--- src/rtl/lcd_seq_ctrl.sv ---
// ---------------------------------------------------------------------------
// lcd_seq_ctrl
//   Character-LCD port sequencer. CPU-side MMIO writes are queued in a small
//   FIFO. Each entry is then driven onto the LCD pins with programmable setup,
//   enable-pulse, hold and settle timing.
//
// Ports
//   clk_i         system clock
//   rst_i         synchronous reset, active-high
//   wr_valid_i    enqueue request
//   wr_ready_o    FIFO can accept (level != FIFO_DEPTH)
//   wr_rs_i       1 = character data, 0 = command
//   wr_data_i     byte to send
//   lcd_data_o    LCD data bus (registered)
//   lcd_ctrl_o    {RS,RW}, RW always 0 (registered)
//   lcd_enable_o  LCD E strobe (registered)
//   busy_o        transfer in progress or FIFO non-empty
//   level_o       FIFO occupancy
// ---------------------------------------------------------------------------
module lcd_seq_ctrl #(
    parameter int unsigned FIFO_DEPTH   = 8,
    parameter int unsigned SETUP_CYCLES = 2,
    parameter int unsigned PULSE_CYCLES = 4,
    parameter int unsigned HOLD_CYCLES  = 2,
    parameter int unsigned DATA_WAIT    = 40,
    parameter int unsigned CMD_WAIT     = 1600
) (
    input  logic                          clk_i,
    input  logic                          rst_i,
    input  logic                          wr_valid_i,
    output logic                          wr_ready_o,
    input  logic                          wr_rs_i,
    input  logic [7:0]                    wr_data_i,
    output logic [7:0]                    lcd_data_o,
    output logic [1:0]                    lcd_ctrl_o,
    output logic                          lcd_enable_o,
    output logic                          busy_o,
    output logic [$clog2(FIFO_DEPTH):0]   level_o
);

    localparam int unsigned AW    = $clog2(FIFO_DEPTH);
    localparam int unsigned LW    = AW + 1;
    localparam int unsigned MAX_A = (SETUP_CYCLES > PULSE_CYCLES) ? SETUP_CYCLES : PULSE_CYCLES;
    localparam int unsigned MAX_B = (DATA_WAIT > CMD_WAIT) ? DATA_WAIT : CMD_WAIT;
    localparam int unsigned MAX_C = (HOLD_CYCLES > MAX_B) ? HOLD_CYCLES : MAX_B;
    localparam int unsigned MAXP  = (MAX_A > MAX_C) ? MAX_A : MAX_C;
    // Counter only ever holds (parameter - 1).
    localparam int unsigned CW    = (MAXP <= 2) ? 1 : $clog2(MAXP);

    localparam logic [CW-1:0] SETUP_LD = CW'(SETUP_CYCLES - 1);
    localparam logic [CW-1:0] PULSE_LD = CW'(PULSE_CYCLES - 1);
    localparam logic [CW-1:0] HOLD_LD  = CW'(HOLD_CYCLES - 1);
    // Guarded by the zero-wait checks below, so the underflow case is never loaded.
    localparam logic [CW-1:0] DATA_LD  = CW'(int'(DATA_WAIT) - 1);
    localparam logic [CW-1:0] CMD_LD   = CW'(int'(CMD_WAIT) - 1);

    typedef enum logic [2:0] {
        S_IDLE,
        S_SETUP,
        S_PULSE,
        S_HOLD,
        S_WAIT
    } state_t;

    state_t          state_q;
    logic [CW-1:0]   cnt_q;
    logic [7:0]      lcd_data_q;
    logic [1:0]      lcd_ctrl_q;
    logic            lcd_enable_q;

    // FIFO storage: {rs, data}
    logic [8:0]      mem_q [FIFO_DEPTH];
    logic [AW-1:0]   wr_ptr_q, wr_ptr_d;
    logic [AW-1:0]   rd_ptr_q, rd_ptr_d;
    logic [LW-1:0]   level_q, level_d;
    logic            push, pop;
    logic [8:0]      head;

    // Ready comes only from the registered level, so a full FIFO refuses a
    // push even on the cycle the FSM pops.
    assign wr_ready_o = (level_q != LW'(FIFO_DEPTH));
    assign push       = wr_valid_i && wr_ready_o;
    assign pop        = (state_q == S_IDLE) && (level_q != '0);
    assign head       = mem_q[rd_ptr_q];

    always_comb begin
        wr_ptr_d = wr_ptr_q;
        rd_ptr_d = rd_ptr_q;
        level_d  = level_q;
        if (push) wr_ptr_d = wr_ptr_q + AW'(1);
        if (pop)  rd_ptr_d = rd_ptr_q + AW'(1);
        case ({push, pop})
            2'b10:   level_d = level_q + LW'(1);
            2'b01:   level_d = level_q - LW'(1);
            default: level_d = level_q;
        endcase
    end

    always_ff @(posedge clk_i) begin
        if (push) mem_q[wr_ptr_q] <= {wr_rs_i, wr_data_i};
    end

    always_ff @(posedge clk_i) begin
        if (rst_i) begin
            wr_ptr_q <= '0;
            rd_ptr_q <= '0;
            level_q  <= '0;
        end else begin
            wr_ptr_q <= wr_ptr_d;
            rd_ptr_q <= rd_ptr_d;
            level_q  <= level_d;
        end
    end

    always_ff @(posedge clk_i) begin
        if (rst_i) begin
            state_q      <= S_IDLE;
            cnt_q        <= '0;
            lcd_data_q   <= '0;
            lcd_ctrl_q   <= '0;
            lcd_enable_q <= 1'b0;
        end else begin
            case (state_q)
                S_IDLE: begin
                    if (level_q != '0) begin
                        lcd_data_q <= head[7:0];
                        lcd_ctrl_q <= {head[8], 1'b0};
                        cnt_q      <= SETUP_LD;
                        state_q    <= S_SETUP;
                    end
                end
                S_SETUP: begin
                    if (cnt_q == '0) begin
                        lcd_enable_q <= 1'b1;
                        cnt_q        <= PULSE_LD;
                        state_q      <= S_PULSE;
                    end else begin
                        cnt_q <= cnt_q - CW'(1);
                    end
                end
                S_PULSE: begin
                    if (cnt_q == '0) begin
                        lcd_enable_q <= 1'b0;
                        cnt_q        <= HOLD_LD;
                        state_q      <= S_HOLD;
                    end else begin
                        cnt_q <= cnt_q - CW'(1);
                    end
                end
                S_HOLD: begin
                    if (cnt_q == '0) begin
                        // Settle time depends on the RS bit of the byte just sent.
                        if (lcd_ctrl_q[1]) begin
                            if (DATA_WAIT == 0) begin
                                state_q <= S_IDLE;
                            end else begin
                                cnt_q   <= DATA_LD;
                                state_q <= S_WAIT;
                            end
                        end else begin
                            if (CMD_WAIT == 0) begin
                                state_q <= S_IDLE;
                            end else begin
                                cnt_q   <= CMD_LD;
                                state_q <= S_WAIT;
                            end
                        end
                    end else begin
                        cnt_q <= cnt_q - CW'(1);
                    end
                end
                S_WAIT: begin
                    if (cnt_q == '0) state_q <= S_IDLE;
                    else             cnt_q   <= cnt_q - CW'(1);
                end
                default: state_q <= S_IDLE;
            endcase
        end
    end

    assign lcd_data_o   = lcd_data_q;
    assign lcd_ctrl_o   = lcd_ctrl_q;
    assign lcd_enable_o = lcd_enable_q;
    assign level_o      = level_q;
    assign busy_o       = (state_q != S_IDLE) || (level_q != '0);

endmodule

--- config.mk ---
export PLATFORM = sky130hd
export DESIGN_NAME = lcd_seq_ctrl
export DESIGN_NICKNAME = d
export VERILOG_FILES = /design/src/rtl/lcd_seq_ctrl.sv
export SDC_FILE = /design/constraint.sdc
export NUM_CORES = 1
export LEC_CHECK = 0
export CORE_UTILIZATION = 53
export DETAILED_ROUTE_END_ITERATION = 16
export PLACE_DENSITY_LB_ADDON = 0.05
export SLEW_MARGIN = 20
export SYNTH_ARGS = -nofsm -noshare
export SYNTH_HDL_FRONTEND = slang
export SYNTH_SLANG_ARGS = --single-unit
--- constraint.sdc ---
create_clock -name clk_i -period 2.35 [get_ports clk_i]
set_input_delay 0.47 -clock clk_i [delete_from_list [all_inputs] [get_ports clk_i]]
set_output_delay 0.47 -clock clk_i [all_outputs]
set_load 0.02 [all_outputs]
==> flow_summary.json <==
{
  "status": "finished, final reports clean",
  "fp.dieH_um": 96.6,
  "core_area_um2": 8680,
  "grt_use_met1_pct": 29.3,
  "ys_types": 61,
  "cp-start-kind": "flop",
  "regArea_um2": 2840,
  "hpwl_um": 5720,
  "ys_warn_count": 0,
  "synth_seq_cells": 106,
  "postSynthAreaPerCell_um2": 13.7,
  "antenna_left": 0,
  "diodes": 0,
  "final_layout_size_suffix_gt1_share_pct": 19.2,
  "grt_use_total_pct": 20.3,
  "synthesis.area_um2": 4740,
  "leakage_uw": 0.00186,
  "fin_nets": 410,
  "critical_path.cell_chain": "nor3_2 -> nand2_1 -> clkdlybuf4s50_1",
  "die_x_um": 96.6,
  "clock_latency_ns": 0.38,
  "finalSetupTns_ns": 0,
  "cts_buffers": 9,
  "drt_iter0_drc": 162,
  "htreeDepth": 3,
  "grt_max_degree": 22,
  "io_buffers": 27,
  "synth_ff_type": "edfxtp_1",
  "rsz0062_at_grt": "false",
  "end_kind": "output pin",
  "reg2reg_depth": 10,
  "initial_utilization_pct": 54.7,
  "busiest_layer": "met2",
  "synth_top_area_share_pct": 45.6,
  "max_slew_margin_pct": 52.1,
  "async_reset_ff_share_pct": 0,
  "cp_max_fo": 6,
  "clk_pin_slew_ns": 0.12,
  "drt_wl_total_um": 8950,
  "max_freq_ghz": 0.458,
  "wire_per_inst_um": 17.8,
  "power_density_nw_per_um2": 1280,
  "grt_pass1_wl_um": 14600,
  "final_area_um2": 5480,
  "overflow": 0,
  "vias_per_cell": 5.86,
  "tightest_slew_ns": 0.717,
  "syn-num-nets": 367,
  "maxCapViolations": 0,
  "firstDrtPassIters": 5,
  "synth_area_leader_cell": "edfxtp_1",
  "rr_startpoint": "level_o[1]",
  "synth_area_leaders": "edfxtp_1 46%, dfxtp_1 14%, mux4_2 8.5%, nor2_1 2.6%, mux2i_1 2.3%",
  "use_met2_pct": 31.0,
  "dp_slack_ns": -0.0387,
  "multi_input_area_um2": 1760,
  "cts_tree": "done",
  "ir_worst_vdd_v": 0.000672,
  "grtUsageMet3_pct": 5.42,
  "fin_worst_skew_ns": 0.0203,
  "final.fill_count": 689,
  "rrSetupSlack_ns": 0.19,
  "die_area_um2": 9330,
  "vias": 2948,
  "min_period_over_period_pct": 93.0,
  "first_global_vias": 2810,
  "antenna_found_initial": 0,
  "holdPathEnd": "lcd_data_o[2]",
  "min_delay_path_depth": 2,
  "period_needed_ns": 2.19,
  "max_stage_delay_ns": 0.62,
  "crit_path_top_delay_cell": "clkdlybuf4s50_1",
  "criticalPathCategory": "reg -> out",
  "io_pins": 29,
  "hold_violations": 0,
  "r2r-end": "level_o[3]",
  "area_growth_pct": 15.5,
  "cp.required_ns": 1.88,
  "maxSlewViolCount": 0,
  "synth_cells": 347,
  "cts_buffer_depth": 2,
  "clock-sinks": 106,
  "yosysMostFrequentCell": "edfxtp_1",
  "setup_viol": 0,
  "hp-start": "lcd_data_o[2]",
  "place_area_um2": 5220,
  "route.detailed.drc": 0,
  "seq_area_frac_synth_pct": 59.9,
  "hold_path_class": "reg -> reg",
  "cts_root_buffer": "clkbuf_8",
  "fin_ws_ns": 0.165,
  "rows": 34,
  "place_congestion": 0.848,
  "crit_arrival_ns": 1.72,
  "synth_common_cells": "72 x edfxtp_1, 34 x dfxtp_1, 33 x nor2_1",
  "synth-edff-count": 72
}
## metrics by stage
stage / utilization, % / hold WS (ns) / std cells / total power, uW
after floorplan: - / 0.487 / 347 / 5040
after global placement: 60.2 / 0.486 / 486 / 5660
after CTS: 63.0 / 0.504 / 502 / 7010
after detailed placement: 60.2 / 0.490 / 486 / 5690
after global routing: 63.1 / 0.529 / 503 / 7430
final: 63.1 / 0.501 / 503 / 6990
## cell usage in the layout, fill, tap and decap left out, types with 5 or more instances in the layout
master and n:
a211oi_1 10, a21oi_1 15, buf_4 26, clkbuf_8 9, clkdlybuf4s50_1 26, dfxtp_1 34, edfxtp_1 72, ha_1 6
inv_1 8, mux2i_1 11, mux4_2 18, nand2_1 18, nand3_1 7, nor2_1 33, nor3_1 10, o21ai_0 7
xnor2_1 5, xor2_1 9
## routing by layer
metal  routed length (um)  up-vias
met4                   58        0
met2                 4150       72
met3                  521        6
li1                     -     1411
met5                    0        -
met1                 4220     1459
## worst max path at each step
stage / slack (ns) / start / to
global placement: -0.02 / wr_valid_i / level_o[3]
floorplan: -0.12 / state_q[0] / level_o[3]
finish: 0.16 / level_o[1] / wr_ready_o
global route: 0.02 / level_o[1] / level_o[3]
detailed placement: -0.04 / wr_valid_i / level_o[3]
CTS: 0.11 / level_o[1] / wr_ready_o
## worst max-delay path, delay by kind of cell, from the launching register on
family	cells	cell delay, ns
DFF	1	0.49
and+or+nand+nor	2	0.22
buffers and inverters	1	0.62
## what timing repair did
action                                  in CTS  in global routing
resized for setup                            1                  1
setup buffers                                0                  1
endpoints found under the setup margin       1                  1
pin swaps                                    0                  0
hold buffers                                 0                  0
## cells by family (layout without fill, tap and decap cells)
logic type	after synthesis	after routing	synth area share, %
compound gates	59	59	8.97
fa+ha+maj	8	8	2.27
flops	106	106	59.9
mux	29	29	10.9
xor+xnor	14	14	2.58
other cells	1	1	0.0790
buf+inv	29	77	3.45
simple gates	101	101	11.9
## where the power goes
part / leakage (uW) / switching [uW] / internal (uW) / total, uW
Sequential: 0.000933 / 246 / 2250 / 2500
Combinational: 0.000807 / 1770 / 1410 / 3180
Clock: 0.000122 / 680 / 633 / 1310
Total: 0.00186 / 2690 / 4300 / 6990
## flip-flops by register name (all words and copies together), names as in the netlist
signal / flops
lcd_enable_o: 1
mem_q: 72
state_q: 3
level_o: 4
wr_ptr_q: 3
cnt_q: 11
rd_ptr_q: 3
lcd_ctrl_o: 1
lcd_data_o: 8
## area by class of cell
cell class | instances | share of cell area, %
clock inverters | 7 | 2.22
repair buffers | 53 | 8.47
clock buffers | 9 | 2.26
multi-input cells | 212 | 32.2
inverters | 8 | 0.548
flip-flops and latches | 106 | 51.9
well taps | 108 | 2.47
Power figures use the tool's default switching activity.
